File: config.mk
export PLATFORM = sky130hd
export DESIGN_NAME = pll_lock_reset_gen
export DESIGN_NICKNAME = d
export VERILOG_FILES = /design/src/rtl/pll_lock_reset_gen.sv
export SDC_FILE = /design/constraint.sdc
export NUM_CORES = 1
export LEC_CHECK = 0
export CAP_MARGIN = 25
export CORE_MARGIN = 3
export CORE_UTILIZATION = 45
export CTS_CLUSTER_SIZE = 16
export DETAILED_ROUTE_END_ITERATION = 7
export MAX_ROUTING_LAYER = met4
export PLACE_DENSITY = 0.77
export SKIP_LAST_GASP = 1
export SYNTH_ARGS = -nofsm -noshare
export SYNTH_HDL_FRONTEND = slang
export SYNTH_SLANG_ARGS = --single-unit
File: constraint.sdc
create_clock -name clk -period 4 [get_ports clk]
set_clock_uncertainty 0.15 [all_clocks]
set_input_delay 0.8 -clock clk [delete_from_list [all_inputs] [get_ports clk]]
set_output_delay 0.8 -clock clk [all_outputs]
set_load 0.05 [all_outputs]
File: src/rtl/pll_lock_reset_gen.sv
// pll_lock_reset_gen
//   Turns the PLL's asynchronous lock flag into a clean synchronous reset for the
//   PLL output clock domain. Release waits for a continuous-lock window. A
//   filtered loss of lock puts the domain back into reset. Each loss is recorded
//   in a sticky flag and in a saturating counter.
//
// Ports
//   clk          PLL output clock, the only clock
//   reset        synchronous active-high block reset
//   pll_locked   PLL lock flag, asynchronous to clk
//   force_reset  synchronous request to re-enter reset (not counted as a loss)
//   clear_sticky one-cycle pulse that clears lock_lost
//   sys_reset    synchronous active-high reset for downstream logic
//   ready        high exactly in RUN
//   lock_lost    sticky lock-loss flag
//   loss_count   saturating count of lock-loss events
//   state_dbg    0=RESET_HOLD 1=WAIT_LOCK 2=STABILIZE 3=RUN
module pll_lock_reset_gen #(
  parameter int SYNC_STAGES        = 2,
  parameter int MIN_RESET_CYCLES   = 16,
  parameter int LOCK_STABLE_CYCLES = 200,
  parameter int LOSS_FILTER        = 4,
  parameter int LOSS_CNT_WIDTH     = 8
) (
  input  logic                      clk,
  input  logic                      reset,
  input  logic                      pll_locked,
  input  logic                      force_reset,
  input  logic                      clear_sticky,
  output logic                      sys_reset,
  output logic                      ready,
  output logic                      lock_lost,
  output logic [LOSS_CNT_WIDTH-1:0] loss_count,
  output logic [1:0]                state_dbg
);

  typedef enum logic [1:0] {
    RESET_HOLD = 2'd0,
    WAIT_LOCK  = 2'd1,
    STABILIZE  = 2'd2,
    RUN        = 2'd3
  } state_t;

  localparam int HW = $clog2(MIN_RESET_CYCLES + 1);
  localparam int SW = $clog2(LOCK_STABLE_CYCLES + 1);
  localparam int FW = $clog2(LOSS_FILTER + 1);

  localparam logic [HW-1:0] HOLD_LAST   = HW'(MIN_RESET_CYCLES - 1);
  localparam logic [SW-1:0] STABLE_LAST = SW'(LOCK_STABLE_CYCLES - 1);
  localparam logic [FW-1:0] FILT_LAST   = FW'(LOSS_FILTER - 1);

  state_t                   state_q, state_d;
  logic [SYNC_STAGES-1:0]   sync_q;
  logic                     lock_s;
  logic [HW-1:0]            hold_q, hold_d;
  logic [SW-1:0]            stable_q, stable_d;
  logic [FW-1:0]            filt_q, filt_d;
  logic                     loss_evt;

  // Lock synchronizer: bit 0 samples the asynchronous input.
  always_ff @(posedge clk) begin
    if (reset) sync_q <= '0;
    else       sync_q <= {sync_q[SYNC_STAGES-2:0], pll_locked};
  end

  assign lock_s = sync_q[SYNC_STAGES-1];

  always_ff @(posedge clk) begin
    if (reset) begin
      state_q  <= RESET_HOLD;
      hold_q   <= '0;
      stable_q <= '0;
      filt_q   <= '0;
    end else begin
      state_q  <= state_d;
      hold_q   <= hold_d;
      stable_q <= stable_d;
      filt_q   <= filt_d;
    end
  end

  // Each counter is live only in its own state. It defaults to zero, so it
  // starts from zero whenever its state is entered, whatever the entry path.
  always_comb begin
    state_d  = state_q;
    hold_d   = '0;
    stable_d = '0;
    filt_d   = '0;
    loss_evt = 1'b0;
    if (force_reset) begin
      state_d = RESET_HOLD;
    end else begin
      case (state_q)
        RESET_HOLD: begin
          if (hold_q == HOLD_LAST) state_d = WAIT_LOCK;
          else                     hold_d  = hold_q + 1'b1;
        end
        WAIT_LOCK: begin
          if (lock_s) state_d = STABILIZE;
        end
        STABILIZE: begin
          if (!lock_s)                    state_d  = WAIT_LOCK;
          else if (stable_q == STABLE_LAST) state_d = RUN;
          else                            stable_d = stable_q + 1'b1;
        end
        RUN: begin
          if (!lock_s) begin
            if (filt_q == FILT_LAST) begin
              state_d  = RESET_HOLD;
              loss_evt = 1'b1;
            end else begin
              filt_d = filt_q + 1'b1;
            end
          end
        end
        default: state_d = RESET_HOLD;
      endcase
    end
  end

  // When a loss and clear_sticky arrive on the same edge, the loss wins.
  always_ff @(posedge clk) begin
    if (reset) begin
      lock_lost  <= 1'b0;
      loss_count <= '0;
    end else begin
      if (loss_evt)          lock_lost <= 1'b1;
      else if (clear_sticky) lock_lost <= 1'b0;
      if (loss_evt && (loss_count != {LOSS_CNT_WIDTH{1'b1}}))
        loss_count <= loss_count + 1'b1;
    end
  end

  // Outputs are decoded from registered state only.
  assign sys_reset = (state_q != RUN);
  assign ready     = (state_q == RUN);
  assign state_dbg = state_q;

endmodule
==> results list <==
- The run finished with clean final reports.
- Number of buffers inserted by hold repair at cts: 0
- The detailed router placed 972 vias in this run.
* Clk_lat worst skew: 0.33 ns
* Post-Layout Cell Count: 187
- Number of DRC violations after detailed-routing iteration 0: 26
- Commonest non-fill, non-tap cell in the layout: sky130_fd_sc_hd__dfxtp_1
* CP Cell Sequence: nand2_1, inv_1, clkdlybuf4s50_1
- CP Data Arrival Time: 1.82 ns
- Once the clock tree was built, the setup fixing pass inserted 0 buffers.
- The critical path contains buffers and inverters numbering 2 combined.
- Dividing the detail-routed wire length by the instance count gives 12.2 microns.
- For this design the top-level I/O count stands at 18.
- Post-synthesis cell count: 133
- Most instantiated flip-flop cell in the synthesis netlist: sky130_fd_sc_hd__dfxtp_1
* Sequential area share after synthesis: 0.467
- Fraction of layout instances using a drive strength above 1: 0.0892
* Number of nets produced by synthesis: 144
- The largest individual stage delay along the critical path comes from the cell sky130_fd_sc_hd__clkdlybuf4s50_1.
- The number of max-slew violations in the final report is 0.
* Largest fanout of any net on the critical path: 7
* Count of nets left with antenna violations after detail routing: 0
- Area share of xor/xnor cells in the synthesized design: 0.0634
- At the end of routability-driven placement, the weighted congestion stood at 0.760.
- Largest family of logic cells by synthesized area: simple AND/OR/NAND/NOR gates
- Clock-pin slew was measured on the worst setup and hold paths at 0.10 ns.
* Maximum clock frequency: 0.361 GHz
- Counting flops with an async set or reset pin after synthesis yields a share of 0.
* Final critical path time including I/O delays and setup: 2.77 ns
- Number of maximum-capacitance constraint violations: 0
* Maximum number of buffers from clock root to sink: 2
* Post-route standard cell area excluding fillers: 1500 sq um
* Synth Register Bits: 29
- Measured along the y axis, the die boundary spans 58.5 microns.
- Setup Total Neg Slack: 0 ns
* Clk Tree Root Cell: sky130_fd_sc_hd__clkbuf_4
- The number of different library cells used by synthesis comes to 32.
* Avg Vias per Cell: 5.20
- The die covers 3430 sq um.
- Setup repair after global routing left no endpoint under its margin.
- The first global-routing pass estimated 4.01 mm of wire.
- Entering global routing, the biggest net connects 14 pins.
* Most frequent cells in the layout: sky130_fd_sc_hd__dfxtp_1, sky130_fd_sc_hd__nor2_1, sky130_fd_sc_hd__clkdlybuf4s50_1, sky130_fd_sc_hd__nand2_1, sky130_fd_sc_hd__inv_1
- Adder-cell share of the synthesized area: 0.0604
- In this run the horizontal extent of the chip is 58.5 microns.
* Static leakage power: 0.601 nW
* Category of the critical setup timing path: reg2out
* Final hold violation count: 0
- First-pass DRT Iterations: 4
- After clock tree synthesis, the repair step resized 0 gates.
* Final nets: 167
- Warnings from Yosys: 0
* Relative slew slack: 0.666
* Quantity of I/O buffers inserted on ports: 17
- The worst hold path belongs to the class reg2reg.
* Mux share of post-synthesis cell area: 0.00806
- Top cell family by delay on the critical path: buffers and inverters
* CTS Buf Count: 5
- Before CTS, the worst setup slack after placement is 1.32 ns.
- TritonCTS built the clock tree.
- The floorplan step defined a core boundary enclosing 2540 sq um.
- Setup violations remaining at the end of the flow were counted as 0.
- Final Worst Setup Slack: 1.23 ns
- Placed Area: 1450 sq um
* Sort of element at the end of the critical path: output pin
- After global routing the overflow that remains totals 0.
* Initial antenna violation count: 0
- Dividing the final minimum period by the clock period gives 0.692.
- Yosys mapped a number of flops with a built-in enable equal to 0.
- Synthesized area: 1240 sq um
- A synthesized cell averages 9.34 sq um.
* HPWL Detailed: 1.68 mm
* Startpoint Class: flop
- Clock tree synthesis found a total of 29 sinks.
- Worst voltage drop across the vdd grid: 0.000229 V
- Global-route usage over all layers: 0.163
- Power density normalized to cell area: 316 nW/um^2
- Summed over all layers, the routed wires come to 2.29 mm.
- Area added between synthesis and finish: 20.5%
* Deepest level of the CTS H-tree: 2
- The repair_antennas step left the layout with diodes totalling 0.
* Remaining DRCs: 0
- For this run, the slowest stage of the critical path takes 0.79 ns.
- Util after Layout: 0.588
- Effective utilization at floorplan: 0.488
* Cell count after placement: 179
- Worst-margin pin slew: 0.500 ns
- At the worst endpoint, the required time is 3.05 ns.
- Number of global-route vias before repair: 950
- Synthesized-area fraction occupied by and/or/nand/nor cells: 0.279
* Cell Rows: 18
- The fraction of the mapped netlist area in compound gates was 0.0916.
[final cells by class]
class | instances | area [sq um]
Fill cell | 243 | 1050
Multi-Input combinational cell | 94 | 624
Sequential cell | 29 | 581
Timing Repair Buffer | 17 | 170
Clock buffer | 6 | 41.3
Tap cell | 30 | 37.5
Inverter | 9 | 33.8
Clock inverter | 2 | 10.0
[synth_stat cells, types with 2 or more instances]
cell,n,area (sq um)
sky130_fd_sc_hd__xnor2_1,5,43.8
sky130_fd_sc_hd__nand2_1,10,37.5
sky130_fd_sc_hd__a31oi_1,3,18.8
sky130_fd_sc_hd__a21o_1,2,15.0
sky130_fd_sc_hd__ha_1,6,75.1
sky130_fd_sc_hd__nor2b_1,4,25.0
sky130_fd_sc_hd__a21oi_1,6,30.0
sky130_fd_sc_hd__or2_2,2,12.5
sky130_fd_sc_hd__inv_1,9,33.8
sky130_fd_sc_hd__and2_1,2,12.5
sky130_fd_sc_hd__and3_1,5,31.3
sky130_fd_sc_hd__nor2_1,21,78.8
sky130_fd_sc_hd__nand4_1,2,12.5
sky130_fd_sc_hd__nor3_1,3,15.0
sky130_fd_sc_hd__nor4b_1,2,17.5
sky130_fd_sc_hd__dfxtp_1,29,581
sky130_fd_sc_hd__xor2_1,4,35.0
sky130_fd_sc_hd__nand3_1,4,20.0
[metrics by stage]
step,power (mW),hold slack (ns)
3_5_place_dp,0.311,0.268
3_3_place_gp,0.310,0.260
4_1_cts,0.479,0.282
2_1_floorplan,0.304,0.249
6_report,0.473,0.279
5_1_grt,0.495,0.297
[layer usage]
| layer | vias to the layer above | track usage | share of wire |
|---|---|---|---|
| met5 | - | - | 0 |
| met4 | 0 | 0.0993 | 0.027 |
| met3 | 7 | 0.0592 | 0.047 |
| met2 | 25 | 0.247 | 0.48 |
| met1 | 440 | 0.181 | 0.45 |
| li1 | 500 | - | - |
[state kept, by name (all words and copies together) (netlist names)]
signal and flops:
stable_q 8, lock_lost 1, loss_count 8, state_dbg 2, hold_q 5, sync_q 2, filt_q 3
[worst reg2reg max path: stages (launching register included)]
cell and delay (ns):
sky130_fd_sc_hd__dfxtp_1 0.34, sky130_fd_sc_hd__ha_1 0.22, sky130_fd_sc_hd__and3_1 0.19, sky130_fd_sc_hd__ha_1 0.18, sky130_fd_sc_hd__or2_2 0.28, sky130_fd_sc_hd__or3_2 0.47, sky130_fd_sc_hd__nor2_1 0.13
[worst paths after layout]
| path | startpoint | to | slack (ns) | cells past startpoint |
|---|---|---|---|---|
| setup / recovery | state_dbg[0]$_SDFFE_PP0P_ | ready | 1.23 | 3 |
| setup reg to reg | hold_q[0]$_SDFF_PP0_ | hold_q[3]$_SDFF_PP0_ | 1.98 | 6 |
| hold / removal | filt_q[0]$_SDFF_PP0_ | filt_q[0]$_SDFF_PP0_ | 0.28 | 1 |
| hold reg to reg | filt_q[0]$_SDFF_PP0_ | filt_q[0]$_SDFF_PP0_ | 0.28 | 1 |
[power by group]
| group | switching [mW] | internal (mW) | total [mW] |
|---|---|---|---|
| sequential | 0.00131 | 0.290 | 0.292 |
| clock | 0.102 | 0.0668 | 0.169 |
| combinational | 0.00572 | 0.00621 | 0.0119 |
[cell families after synthesis]
kind of cell / Yosys count
AOI/OAI and AO/OA: 16
xor gates and xnor gates: 9
adders and majority gates: 6
buffers and inverters: 10
DFF: 29
muxes: 1
and+or+nand+nor: 62
No activity file was read; power rests on OpenSTA's default activity.
